===== config.mk =====
export PLATFORM = sky130hd
export DESIGN_NAME = sync_ram_access_ctrl
export DESIGN_NICKNAME = d
export VERILOG_FILES = /design/src/rtl/ram_if_pkg.sv /design/src/rtl/sync_ram_access_ctrl.sv
export SDC_FILE = /design/constraint.sdc
export NUM_CORES = 1
export LEC_CHECK = 0
export ABC_AREA = 1
export CAP_MARGIN = 20
export CORE_MARGIN = 5
export CORE_UTILIZATION = 58
export CTS_BUF_LIST = sky130_fd_sc_hd__clkbuf_8
export DETAILED_ROUTE_END_ITERATION = 7
export DONT_BUFFER_PORTS = 1
export PLACE_DENSITY_LB_ADDON = 0.2
export SYNTH_ARGS = -nofsm -noshare
export SYNTH_HDL_FRONTEND = slang
export SYNTH_SLANG_ARGS = --single-unit

===== constraint.sdc =====
create_clock -name clk -period 1.1 [get_ports clk]
set_clock_uncertainty 0.1 [all_clocks]
set_input_delay 0.11 -clock clk [delete_from_list [all_inputs] [get_ports clk]]
set_output_delay 0.11 -clock clk [all_outputs]
set_load 0.02 [all_outputs]

===== src/rtl/ram_if_pkg.sv =====
// Shared defaults and FSM state encoding for the sync RAM access controller.
package ram_if_pkg;

   localparam int unsigned ADDR_W_DEF = 4;
   localparam int unsigned DATA_W_DEF = 8;

   typedef enum logic [2:0] {
      S_IDLE  = 3'd0,
      S_WAKE  = 3'd1,
      S_SETUP = 3'd2,
      S_EXEC  = 3'd3,
      S_RESP  = 3'd4
   } state_e;

endpackage


===== src/rtl/sync_ram_access_ctrl.sv =====
// Initiator for the single-port sync RAM: sequences the RAM's enable-driven FSM per
// valid/ready request and returns one held response per request.
module sync_ram_access_ctrl
   import ram_if_pkg::*;
#(
   parameter int unsigned ADDR_W = ADDR_W_DEF,
   parameter int unsigned DATA_W = DATA_W_DEF
) (
   input  logic              clk,
   input  logic              rst_n,
   input  logic              req_valid,
   output logic              req_ready,
   input  logic              req_we,
   input  logic [ADDR_W-1:0] req_addr,
   input  logic [DATA_W-1:0] req_wdata,
   output logic              rsp_valid,
   input  logic              rsp_ready,
   output logic              rsp_we,
   output logic [DATA_W-1:0] rsp_rdata,
   output logic              busy,
   output logic              ram_rst,
   output logic              ram_en,
   output logic              ram_we,
   output logic [ADDR_W-1:0] ram_addr,
   output logic [DATA_W-1:0] ram_wdata,
   input  logic [DATA_W-1:0] ram_rdata
);

   state_e            state_q, state_d;
   logic              chain_q, chain_d;
   logic              lat_we_q, lat_we_d;
   logic [ADDR_W-1:0] lat_addr_q, lat_addr_d;
   logic [DATA_W-1:0] lat_wdata_q, lat_wdata_d;
   logic              rsp_valid_q, rsp_valid_d;
   logic              rsp_we_q, rsp_we_d;
   logic [DATA_W-1:0] rsp_rdata_q, rsp_rdata_d;
   logic              en_c, we_c;
   logic              load;

   always_ff @(posedge clk) begin
      if (!rst_n) begin
         state_q     <= S_IDLE;
         chain_q     <= 1'b0;
         lat_we_q    <= 1'b0;
         lat_addr_q  <= '0;
         lat_wdata_q <= '0;
         rsp_valid_q <= 1'b0;
         rsp_we_q    <= 1'b0;
         rsp_rdata_q <= '0;
      end else begin
         state_q     <= state_d;
         chain_q     <= chain_d;
         lat_we_q    <= lat_we_d;
         lat_addr_q  <= lat_addr_d;
         lat_wdata_q <= lat_wdata_d;
         rsp_valid_q <= rsp_valid_d;
         rsp_we_q    <= rsp_we_d;
         rsp_rdata_q <= rsp_rdata_d;
      end
   end

   always_comb begin
      state_d     = state_q;
      chain_d     = chain_q;
      lat_we_d    = lat_we_q;
      lat_addr_d  = lat_addr_q;
      lat_wdata_d = lat_wdata_q;
      rsp_valid_d = rsp_valid_q;
      rsp_we_d    = rsp_we_q;
      rsp_rdata_d = rsp_rdata_q;
      req_ready   = 1'b0;
      en_c        = 1'b0;
      we_c        = 1'b0;
      ram_addr    = lat_addr_q;
      ram_wdata   = lat_wdata_q;
      load        = !rsp_valid_q || rsp_ready;

      if (rsp_valid_q && rsp_ready) begin
         rsp_valid_d = 1'b0;
      end

      unique case (state_q)
         S_IDLE: begin
            req_ready = 1'b1;
            if (req_valid) begin
               lat_we_d    = req_we;
               lat_addr_d  = req_addr;
               lat_wdata_d = req_wdata;
               state_d     = S_WAKE;
            end
         end
         S_WAKE: begin
            en_c    = 1'b1;
            state_d = S_SETUP;
         end
         S_SETUP: begin
            en_c    = 1'b1;
            we_c    = lat_we_q;
            state_d = S_EXEC;
         end
         S_EXEC: begin
            en_c    = 1'b1;
            we_c    = lat_we_q;
            chain_d = 1'b1;
            state_d = S_RESP;
         end
         S_RESP: begin
            if (load) begin
               rsp_valid_d = 1'b1;
               rsp_we_d    = lat_we_q;
               rsp_rdata_d = lat_we_q ? '0 : ram_rdata;
               if (req_valid) begin
                  req_ready   = 1'b1;
                  lat_we_d    = req_we;
                  lat_addr_d  = req_addr;
                  lat_wdata_d = req_wdata;
               end
               // RAM is still ACTIVE after the op, so a chained request skips WAKE
               // and presents its setup directly from the request pins.
               if (chain_q && req_valid) begin
                  en_c      = 1'b1;
                  we_c      = req_we;
                  ram_addr  = req_addr;
                  ram_wdata = req_wdata;
                  state_d   = S_EXEC;
               end else if (req_valid) begin
                  state_d = S_WAKE;
               end else begin
                  state_d = S_IDLE;
               end
            end else begin
               chain_d = 1'b0;
            end
         end
         default: state_d = S_IDLE;
      endcase
   end

   assign ram_en    = en_c & rst_n;
   assign ram_we    = we_c & en_c & rst_n;
   assign ram_rst   = ~rst_n;
   assign busy      = (state_q != S_IDLE);
   assign rsp_valid = rsp_valid_q;
   assign rsp_we    = rsp_we_q;
   assign rsp_rdata = rsp_rdata_q;

endmodule


==> flow_metrics.py, run 1 <==
metrics = {
    "run_status": {
        "status": "aborted with a tool error",
        "lastStage": "global routing",
        "tool.error": "[ERROR DPL-0033] detailed placement checks failed during check placement.",
    },
    "floorplan": {
        "die_height_um": 59.85,
        "io_pins": 52,
        "fp.dieW_um": 59.85,
        "rows": 18,
        "initial_core_util_pct": 59.26,
    },
    "global_routing": {
        "grt_start_max_net_pins": 27,
        "antenna_found_initial": 0,
    },
    "synthesis": {
        "synth_area_leader_cell": "dfxtp_1",
        "syn_area_um2": 1441,
        "seq_area_frac_synth_pct": 37.50,
        "synth_area_leaders": "dfxtp_1 (38%), nand2_1 (13%), a21oi_1 (9.4%)",
        "yosysWarnings": 0,
        "synth_cell_type_count": 21,
        "yosysTopAreaCellShare_pct": 37.50,
        "ys_seq_elements": 27,
        "synth.avg_cell_area_um2": 6.864,
        "synthCells": 210,
        "syn-num-nets": 235,
    },
    "placed_design": {
        "place_hpwl_mm": 2.680,
        "gp_congestion": 0.9062,
        "numPortBuffers": 0,
        "post-place-ws_ps": -260.8,
    },
    "clocking": {
        "clock-sinks": 27,
        "cts_buffer_depth": 2,
        "cts_buffers": 3,
        "htree_levels": 1,
        "cts_root_buffer": "clkbuf_8",
    },
    "sta": {
        "worst_endpoint": "ram_wdata[5]",
        "worstEpCategory": "top-level output",
    },
}
[timing repair]
action,4_1_cts
resized for setup,16
setup endpoints to repair,42
setup buffers,7
gates cloned,3
hold buffers,11
pin swaps,6
hold endpoints to repair,22
[cells in the mapped netlist]
library cell and n:
nand2_1 50, a21oi_1 27, dfxtp_1 27, inv_1 27, nor2_1 24, nand3_1 20
o21ai_2 12, buf_2 4, buf_6 4, inv_2 2, nand2_2 2, o21ai_0 2
a21oi_4 1, buf_1 1, clkbuf_1 1, clkinv_2 1, nand2_4 1, nand3_2 1
nand3_4 1, nand3b_1 1, nor2_4 1
[kinds of logic after synthesis]
| group | count (synthesis) | synth area share (%) |
|---|---|---|
| flops | 27 | 37.50 |
| compound gates | 42 | 18.49 |
| simple gates | 101 | 31.08 |
| buf+inv | 40 | 12.93 |
[stage by stage]
step | instances | instance area (um2) | setup TNS, ps | util, % | hold WS (ps)
floorplan | 210 | 1642 | -4523 | - | 126.5
global placement | 258 | 1810 | -6056 | 74.43 | 133.2
detailed placement | 258 | 1810 | -7467 | 74.43 | 137.1
CTS | 283 | 2113 | -14370 | 86.88 | 8.982
==> run 2, diff against run 1 <==
Settings changed: CORE_UTILIZATION 58 to 40, CTS_BUF_LIST sky130_fd_sc_hd__clkbuf_8 to not set, PLACE_DENSITY_LB_ADDON 0.2 to 0.15.
Clock period 1.1 ns to 1.4 ns, I/O delays scaled along.
==> run 2 against run 1 <==
Compared with the run above: the flow now finishes, with violations (negative setup slack); synthesized cell count did not move; area after synthesis stayed put.
==> flow_metrics.py, run 2 <==
metrics = {
    "run_status": {
        "status": "finished, violations left",
        "violations": "negative setup slack",
    },
    "power": {
        "peakVddDrop_v": 0.0004960,
        "power_density_nw_per_um2": 849.5,
        "leakagePower_nw": 0.9402,
    },
    "layout": {
        "drive_gt1_share_pct": 28.97,
        "stdcell_count": 298,
        "most-common-layout-cells": "nand2_1 (47), inv_1 (25), dlygate4sd3_1 (24), a21oi_1 (23), dfxtp_1 (22)",
        "seq_area_um2": 546.8,
        "multi_input_area_um2": 839.6,
        "area_growth_pct": 44.97,
        "layout.nets": 278,
        "diodes": 0,
        "final_common_cell": "nand2_1",
        "nFillCells": 333,
    },
    "synthesis": {
        "syn_area_um2": 1441,
        "yosysWarnings": 0,
        "synth_cell_type_count": 21,
        "synth_edf_count": 0,
        "synth_area_leaders": "dfxtp_1 (38%), nand2_1 (13%), a21oi_1 (9.4%)",
        "synth_area_leader_cell": "dfxtp_1",
        "synth_most_common_cell": "nand2_1",
        "synthCells": 210,
        "synth_common_cells": "nand2_1 (50), a21oi_1 (27), dfxtp_1 (27), inv_1 (27), nor2_1 (24)",
        "synth.avg_cell_area_um2": 6.864,
        "ys_seq_elements": 27,
        "yosysTopAreaCellShare_pct": 37.50,
        "syn-num-nets": 235,
        "synth_flop_cell": "dfxtp_1",
        "seq_area_frac_synth_pct": 37.50,
        "async_flop_share_pct": 0,
    },
    "sta": {
        "fin_crit_ps": 1708,
        "slew_headroom_pct": 62.56,
        "finalSetupViolCount": 24,
        "fin_ws_ps": -307.9,
        "tightest_slew_ps": 559.8,
        "hold_viol": 0,
        "rsz0062_at_grt": "yes",
        "max_freq_mhz": 585.5,
        "period_share_pct": 122.0,
        "report.final.slew_viol_count": 0,
    },
    "clocking": {
        "cts.clk_slew.worst_paths_ps": 150,
        "htree_levels": 1,
        "cts_tree": "done",
        "cts_buffers": 3,
        "cts_buffer_depth": 2,
        "clk_latency_ps": 320,
        "cts_root_buffer": "clkbuf_4",
        "clock-sinks": 27,
    },
    "placed_design": {
        "place_hpwl_mm": 2.328,
        "numPortBuffers": 0,
        "place_inst": 261,
        "post-place-ws_ps": -70.85,
        "gp_congestion": 0.7873,
    },
    "floorplan": {
        "die_height_um": 70.03,
        "core-area_um2": 3416,
        "io_pins": 52,
        "fp.dieW_um": 70.03,
        "initial_core_util_pct": 42.20,
        "design.die.area_um2": 4904,
        "rows": 21,
    },
    "worst_setup_path": {
        "critical_path.startpoint": "chain_q",
        "timing.rr.start": "state_q[1]",
        "cp_data_required_time_ps": 1160,
        "crit_path_start_kind": "register",
        "cp-end-kind": "output pin",
        "crit_fanout": 12,
        "crit_type": "reg2out",
        "cp.arrival_ps": 1470,
    },
    "global_routing": {
        "grt_pass1_vias": 1437,
        "grt-ovfl-total": 0,
        "grt_start_max_net_pins": 31,
        "grtUsageTotal_pct": 15.76,
        "antenna_found_initial": 0,
        "grt_pass1_wl_mm": 6.479,
    },
    "drt": {
        "route.detailed.drc": 0,
        "routed_via_density": 4.883,
        "drt-total-wl_mm": 4.098,
        "first_pass_iters": 4,
        "dr.first_iter.drc_count": 68,
        "wire_per_inst_um": 13.75,
        "vias": 1455,
        "postRouteAntennaNets": 0,
    },
    "worst_hold_path": {
        "hp-class": "in2reg",
        "min_from": "req_wdata[3]",
    },
    "run": {
        "drv_cap": 0,
    },
}
## run 2: cell type report
cell class | instances | area share, %
Clock buffer | 4 | 1.257
Inverter | 30 | 5.928
Multi-Input combinational cell | 144 | 40.18
Sequential cell | 27 | 26.17
Tap cell | 46 | 2.754
Timing Repair Buffer | 47 | 23.71
## run 2: layer usage
metal  vias up  wire [um]  global-route usage (%)  share of wire, %
li1        747          -                       -                 -
met1       674       1786                   18.22                44
met2        32       2130                   29.07                52
met3         2        162                   3.587               4.0
met4         0         19                   3.830              0.46
met5         -          0                       0                 0
## run 2: final timing paths
check                           slack (ps)              to  cells after the start
worst max-delay path                  -310     ram_addr[0]                      4
worst min-delay path                    30  lat_wdata_q[3]                      4
worst max register to register         -30  lat_wdata_q[0]                      8
worst min register to register         400  lat_wdata_q[4]                      2
## run 2: critical path: stages, from the launching register on
cell	delay, ps
dfxtp_2	360
nand2_1	80
nor2_4	210
nand2_4	190
o21ai_2	300
## run 2: metrics by stage
step | TNS (ps) | hold WS (ps) | cell area [um2] | util (%) | power [mW]
after floorplan | -76.94 | 160.8 | 1441 | - | 1.211
after global placement | -4.484 | 164.3 | 1564 | 45.79 | 1.292
after detailed placement | -604.9 | 167.0 | 1564 | 45.79 | 1.304
after CTS | -4257 | 6.685 | 1912 | 55.97 | 1.717
after global routing | -6339 | 66.62 | 2090 | 61.17 | 1.874
final | -4314 | 32.33 | 2090 | 61.17 | 1.775
## run 2: timing repair
item | CTS | global route
endpoints found under the hold margin | 26 | 0
buffers inserted | 2 | 4
pin swaps | 5 | 9
endpoints found under the setup margin | 16 | 27
resized for setup | 19 | 25
cloned | 1 | 2
hold buffers | 24 | 0
## run 2: power by group
part	switching (mW)	internal [mW]
registers	0.0369	0.824
clock network	0.224	0.111
logic	0.326	0.253
total	0.587	1.19
## run 2: cell families (layout without fill, tap and decap cells)
kind of cell	Yosys count	count (layout)	synth area share, %
buf+inv	40	81	12.93
simple gates	101	102	31.08
compound gates	42	42	18.49
flops	27	27	37.50
Note: power is estimated with default switching activity, not from simulation.
